### config.mk
export PLATFORM = sky130hd
export DESIGN_NAME = seq_waveform_gen_flat
export DESIGN_NICKNAME = d
export VERILOG_FILES = /design/src/rtl/seq_waveform_gen_if.sv /design/src/rtl/seq_waveform_gen.sv /design/src/flat_wrapper.sv
export SDC_FILE = /design/constraint.sdc
export NUM_CORES = 1
export LEC_CHECK = 0
export BUFFER_PORTS_ARGS = -buffer_cell sky130_fd_sc_hd__buf_2
export CORE_MARGIN = 3
export CORE_UTILIZATION = 56
export CTS_BUF_LIST = sky130_fd_sc_hd__clkbuf_8
export DETAILED_ROUTE_END_ITERATION = 10
export PLACE_DENSITY = 0.79
export SYNTH_ARGS = -nofsm -noshare
export SYNTH_HDL_FRONTEND = slang
export SYNTH_SLANG_ARGS = --single-unit
export TNS_END_PERCENT = 20
### constraint.sdc
create_clock -name clk -period 2.45 [get_ports clk]
set_input_delay 0.49 -clock clk [delete_from_list [all_inputs] [get_ports clk]]
set_output_delay 0.49 -clock clk [all_outputs]
set_load 0.02 [all_outputs]
### src/rtl/seq_waveform_gen_if.sv
// Load handshake and single-bit waveform bus of the serial waveform transmitter.
// The master is the pattern source and waveform sink; the slave is the transmitter.
interface seq_waveform_gen_if #(
  parameter int nbits = 16
);
  localparam int LW = $clog2(nbits);

  logic             load_val;
  logic             load_rdy;
  logic [nbits-1:0] load_pattern;
  logic [LW-1:0]    load_len;
  logic             load_repeat;
  logic             stop;
  logic             f;
  logic             f_val;
  logic             done;

  modport master (
    output load_val, load_pattern, load_len, load_repeat, stop,
    input  load_rdy, f, f_val, done
  );

  modport slave (
    input  load_val, load_pattern, load_len, load_repeat, stop,
    output load_rdy, f, f_val, done
  );
endinterface

### src/rtl/seq_waveform_gen.sv
// Serial waveform transmitter: latches a pattern over a valid/ready load and
// plays it LSB first on f, once or looped, with gapless back-to-back loads.
module seq_waveform_gen #(
  parameter int nbits = 16
) (
  input  logic              clk,
  input  logic              reset,
  seq_waveform_gen_if.slave bus
);
  localparam int LW = $clog2(nbits);

  typedef enum logic {IDLE, PLAY} state_e;

  state_e           fsm_q, fsm_d;
  logic [nbits-1:0] pat_q, pat_d;
  logic [LW-1:0]    len_q, len_d;
  logic [LW-1:0]    idx_q, idx_d;
  logic             rep_q, rep_d;

  logic play;
  logic last;
  logic doneInt;
  logic loadRdy;
  logic accept;

  assign play    = (fsm_q == PLAY);
  assign last    = play && (idx_q == len_q);
  assign doneInt = last && !rep_q;
  assign loadRdy = !play || (doneInt && !bus.stop);
  assign accept  = bus.load_val && loadRdy;

  assign bus.f        = play ? pat_q[idx_q] : 1'b0;
  assign bus.f_val    = play;
  assign bus.done     = doneInt;
  assign bus.load_rdy = loadRdy;

  // stop outranks every advance; a load is only taken in IDLE or on a non-repeat last bit
  always_comb begin
    fsm_d = fsm_q;
    pat_d = pat_q;
    len_d = len_q;
    rep_d = rep_q;
    idx_d = idx_q;
    if (!play) begin
      if (accept) begin
        fsm_d = PLAY;
        pat_d = bus.load_pattern;
        len_d = bus.load_len;
        rep_d = bus.load_repeat;
        idx_d = '0;
      end
    end else if (bus.stop) begin
      fsm_d = IDLE;
    end else if (idx_q < len_q) begin
      idx_d = idx_q + 1'b1;
    end else if (rep_q) begin
      idx_d = '0;
    end else if (accept) begin
      pat_d = bus.load_pattern;
      len_d = bus.load_len;
      rep_d = bus.load_repeat;
      idx_d = '0;
    end else begin
      fsm_d = IDLE;
    end
  end

  always_ff @(posedge clk or negedge reset) begin
    if (!reset) begin
      fsm_q <= IDLE;
      pat_q <= '0;
      len_q <= '0;
      rep_q <= 1'b0;
      idx_q <= '0;
    end else begin
      fsm_q <= fsm_d;
      pat_q <= pat_d;
      len_q <= len_d;
      rep_q <= rep_d;
      idx_q <= idx_d;
    end
  end
endmodule

### src/flat_wrapper.sv
// flat-port wrapper written by rule: the top's interface ports become plain ports
module seq_waveform_gen_flat 
#(
  parameter int nbits = 16
)
  (clk, reset, bus_load_val, bus_load_pattern, bus_load_len, bus_load_repeat, bus_stop, bus_load_rdy, bus_f, bus_f_val, bus_done);
  seq_waveform_gen_if #(.nbits(nbits)) bus_i ();
  input  logic clk;
  input  logic reset;
  input wire logic [$bits(bus_i.load_val)-1:0] bus_load_val;
  input wire logic [$bits(bus_i.load_pattern)-1:0] bus_load_pattern;
  input wire logic [$bits(bus_i.load_len)-1:0] bus_load_len;
  input wire logic [$bits(bus_i.load_repeat)-1:0] bus_load_repeat;
  input wire logic [$bits(bus_i.stop)-1:0] bus_stop;
  output wire logic [$bits(bus_i.load_rdy)-1:0] bus_load_rdy;
  output wire logic [$bits(bus_i.f)-1:0] bus_f;
  output wire logic [$bits(bus_i.f_val)-1:0] bus_f_val;
  output wire logic [$bits(bus_i.done)-1:0] bus_done;
  assign bus_i.load_val = bus_load_val;
  assign bus_i.load_pattern = bus_load_pattern;
  assign bus_i.load_len = bus_load_len;
  assign bus_i.load_repeat = bus_load_repeat;
  assign bus_i.stop = bus_stop;
  assign bus_load_rdy = bus_i.load_rdy;
  assign bus_f = bus_i.f;
  assign bus_f_val = bus_i.f_val;
  assign bus_done = bus_i.done;
  seq_waveform_gen #(.nbits(nbits)) u_core (.clk(clk), .reset(reset), .bus(bus_i));
endmodule
; ---- Word level (Yosys, flattened, before mapping)
; Index checks and enable logic that the tools add are counted.
[word_totals]
reg_bits = 26
input_bits = 25
output_inout_bits = 4
wordCells = 52
[op_classes]
add_sub_neg = 1
n_lt_le_gt_ge = 2
n_eq_ne = 4
n_mux = 29
reduce_logical = 11
[ops]
columns = op, n
row1 = 16-bit two-way mux, 5
row2 = 4-bit two-way mux, 10
row3 = 1-bit two-way mux, 13
row4 = 2-bit inequality test (second input constant), 3
row5 = 3-bit AND reduction, 2
row6 = 4-bit by 5-bit < comparator with 1-bit output (second input constant), 1
row7 = 4-bit by 1-bit adder with 4-bit output (second input constant), 1
row8 = 1-bit binary-select mux with 4-bit select, 1
row9 = 4-bit equality test, 1
row10 = 1-bit logical AND, 4
row11 = 4-bit < comparator, 1
row12 = 1-bit logical NOT, 3
row13 = 2-bit nonzero test, 1
row14 = 1-bit logical OR, 1

; ---- Logic depth before layout (Yosys ltp)
[depth]
depth_word = 11
mapped_depth = 9
depth_no_buf = 7

; ---- Worst setup path after synthesis
; No wires, ideal clock.
[synth_timing]
path_type = reg-to-output
startpoint = register u_core.idx_q[0]
endpoint = output bus_f
arrival_ps = 1444
required_time_ps = 1960
slack_ps = 516
stages_incl_launch_ff = 6
path_buffers = 1
path_cell_list = dfrtp_1 buf_6 mux4_1 mux2_2 nand3_2 o31ai_2
[synth_via]
elab_chain_cells = 3
[synth_rtl]
columns = element, line
row1 = "start, declared", seq_waveform_gen.sv:17  ; logic [LW-1:0] idx_q, idx_d;
row2 = "start signal, assigned", seq_waveform_gen.sv:80  ; idx_q <= idx_d;
row3 = 1-bit binary-select mux with 4-bit select, seq_waveform_gen.sv:32  ; assign bus.f = play ? pat_q[idx_q] : 1'b0;
row4 = 1-bit two-way mux (implied by the code), seq_waveform_gen.sv:32
row5 = 1-bit two-way mux, seq_waveform_gen.sv:32
row6 = "end, declared", flat_wrapper.sv:16  ; output wire logic [$bits(bus_i.f)-1:0] bus_f;
; Every way passes these cells. The select of a mux whose other input is x is not followed.

; ---- Worst setup path after layout
; Same ends and word-level chain as after synthesis.

==> results.yml <==
global_routing:
  grt_start_max_net_pins: 27
  overflow: 0
  track_usage: 0.189
  grt_pass1_wl_mm: 4.77
  grt_pass1_vias: 989
  antenna_found_initial: 0
pwr:
  switchingPower_uw: 693
  intPower_uw: 1370
  cellLeakagePower_uw: 0.000821
  sequentialPowerShare: 0.388
  p_comb_frac: 0.438
  vdd_drop_max_uv: 791
  switching_share: 0.337
  power.total_uw: 2060
  power_density_nw_per_um2: 1240
  p_clk_frac: 0.174
clock_tree:
  clkTransAtPathRegs_ps: 90
  cts_buffers: 3
  cts-hold-fix-buffers: 0
  cts.path.max_buffers: 2
  clockRootBuffer: "clkbuf_8"
  htreeDepth: 1
  clk_latency_ps: 270
  cts_tree: "done"
  clock-sinks: 26
  postCtsSetupBuffers: 0
floorplanning:
  core-area_um2: 2340
  ioPinCount: 29
  die_w_um: 57.1
  initial_core_util: 0.625
  die-area_um2: 3260
  die_height_um: 57.1
  rows: 17
critical_path:
  required_ps: 1960
  endpoint_kind: "output port"
  r2r_cells: 5
  crit_arrival_ps: 1900
  crit_buf_inv: 1
  critical-path-max-stage-delay_ps: 560
  critical-path-top-delay-family: "multiplexers"
  cp_slowest_cell: "mux4_1"
  reg2reg_from: "u_core.idx_q[3]"
  cp_num_cells: 5
  ff2ff_setup_slack_ps: 210
  path_max_fanout: 8
  crit_path_cell_trace: "mux4_1 -> mux2_2 -> nand3_2 -> o31ai_2 -> buf_2"
  critical_path_class: "flip-flop to output port"
  crit_end: "bus_f"
  r2r-end: "u_core.pat_q[7]"
  start_kind: "flip-flop"
  crit_start: "u_core.idx_q[0]"
synthesis:
  synthTopCellsByArea: "dfrtp_1, mux2_4, mux4_1"
  avgSynthCellArea_um2: 15.1
  synthesis.area_um2: 1460
  synth_cell_types: 33
  synth_area_leader_cell: "dfrtp_1"
  seq_area_frac_synth: 0.445
  yosys_warnings: 0
  synth_seq_cells: 26
  syn_nets: 127
  synth_top_area_frac: 0.445
  synth_cells: 97
route:
  drt_iter0_markers: 16
  drtAntennaViolNets: 0
  drc: 0
  drt_wl_total_mm: 2.77
  drt-pass1-iter-count: 4
  vias_per_cell: 5.84
  avgRoutedWirePerCell_um: 18.0
  via_count: 900
run:
  maxCapViolCount: 0
sta:
  fin_skew_ps: 5.31
  tns_ps: 0
  hold_viol: 0
  rsz0062_at_grt: "no"
  slew_headroom: 0.628
  fmax_ghz: 0.419
  min_period_over_period: 0.975
  slew_viol_final: 0
  worstMarginPinSlew_ps: 557
  setup_viol: 0
  setup_slack_ps: 61.3
  period_needed_ps: 2390
placement:
  place_inst: 150
  dp_hpwl_mm: 2.01
  portBuffers: 28
  dp_worst_setup_slack_ps: 235
  gp_congestion: 0.881
hold_path:
  min_path_type: "input port to async pin"
layout:
  post-route-util: 0.707
  seq_area_um2: 652
  syn_to_final_growth_pct: 13.2
  multi_input_area_um2: 731
  nNetsFinal: 157
  final_cells: 154
  drive_above_1_share: 0.500
  n_antenna_cell: 0
  final.fill_count: 159
status:
  outcome: "completed"
[synthesized netlist by cell type]
library cell	n
a2111oi_0	1
a21oi_1	1
a21oi_2	1
a221o_1	1
a22o_1	2
a22o_2	1
a31o_4	1
and2b_1	1
and3b_1	1
buf_12	2
buf_6	1
dfrtp_1	26
ha_1	5
inv_1	7
mux2_2	2
mux2_4	19
mux2i_1	1
mux4_1	4
nand2_1	5
nand2b_1	1
nand3_1	1
nand3_2	1
nand3b_4	1
nor2_1	1
nor2b_1	1
nor3_1	2
nor3_4	1
o211a_1	1
o21ai_0	1
o22ai_2	1
o311a_1	1
o31ai_2	1
xnor2_1	1
[kinds of logic after synthesis]
family / count (synthesis) / share of synthesized area
mux: 26 / 0.289
flops: 26 / 0.445
simple gates: 16 / 0.0770
compound gates: 13 / 0.0873
buf+inv: 10 / 0.0530
fa+ha+maj: 5 / 0.0428
xor+xnor: 1 / 0.00599
[routing by layer]
metal	global-route usage	share of wire	vias to the layer above
li1	-	-	422
met1	0.251	0.43	453
met2	0.318	0.52	20
met3	0.0294	0.041	5
met4	0.0596	0.012	0
met5	0	0	-
[power by group through the flow]
| stage | clock (µW) | combinational, µW | sequential, µW |
|---|---|---|---|
| floorplan | 0 | 794 | 738 |
| global placement | 0 | 854 | 790 |
| detailed placement | 0 | 892 | 804 |
| CTS | 359 | 908 | 797 |
| global route | 378 | 970 | 827 |
| finish | 359 | 902 | 798 |
[how the worst min path moves through the flow]
| stage | endpoint | slack, ps | cells after the start | start |
|---|---|---|---|---|
| after floorplan | u_core.bus.f_val | 190 | 0 | reset |
| after global placement | u_core.pat_q[7] | 490 | 1 | u_core.pat_q[7] |
| after detailed placement | u_core.pat_q[0] | 490 | 1 | u_core.pat_q[0] |
| after CTS | u_core.pat_q[15] | 220 | 1 | reset |
| after global routing | u_core.pat_q[15] | 240 | 1 | reset |
| final | u_core.pat_q[13] | 190 | 1 | reset |
[state kept, by name, indices dropped and copies added, names as in the netlist]
register	flops
u_core.pat_q	16
u_core.len_q	4
u_core.idx_q	4
u_core.rep_q	1
u_core.bus.f_val	1
[cell usage in the layout (no fill, tap or decap)]
cell,instances
nor2_1,1
o211a_1,1
nand3_1,1
nand2_1,5
mux4_1,3
a221o_1,1
nor3_4,1
a21oi_2,1
xnor2_1,1
mux2_4,19
bufinv_16,1
a2111oi_0,1
clkbuf_8,3
nand2b_1,1
ha_1,5
dfrtp_1,25
a31o_4,1
a21oi_1,1
mux2_2,2
o22ai_2,1
nand3_2,1
nor2b_1,1
mux2i_1,1
dfrtp_2,1
inv_1,7
o31ai_2,1
buf_2,28
and3b_1,1
o21ai_0,1
o311a_1,1
mux4_2,1
nor3_1,2
and2b_1,1
a22o_1,2
a22o_2,1
nand3b_4,1
[cell type report]
cell class,instances,area share
clock buffer,3,0.0249
clock inverter,1,0.0181
inverter,7,0.0159
multi-input combinational,61,0.441
sequential,26,0.394
tap,28,0.0212
timing repair buffer,28,0.0847
[timing repair]
item                                    in CTS  in global routing
gates cloned                                 0                  0
gates resized for setup                      1                  1
endpoints found under the setup margin       1                  1
hold endpoints to repair                     0                  0
[stage by stage]
stage | hold WS, ps | instance area [µm²]
after floorplan | 194 | 1460
after CTS | 218 | 1660
final | 193 | 1660
after detailed placement | 488 | 1590
after global routing | 244 | 1660
after global placement | 492 | 1590
No activity file was read; power rests on OpenSTA's default activity.
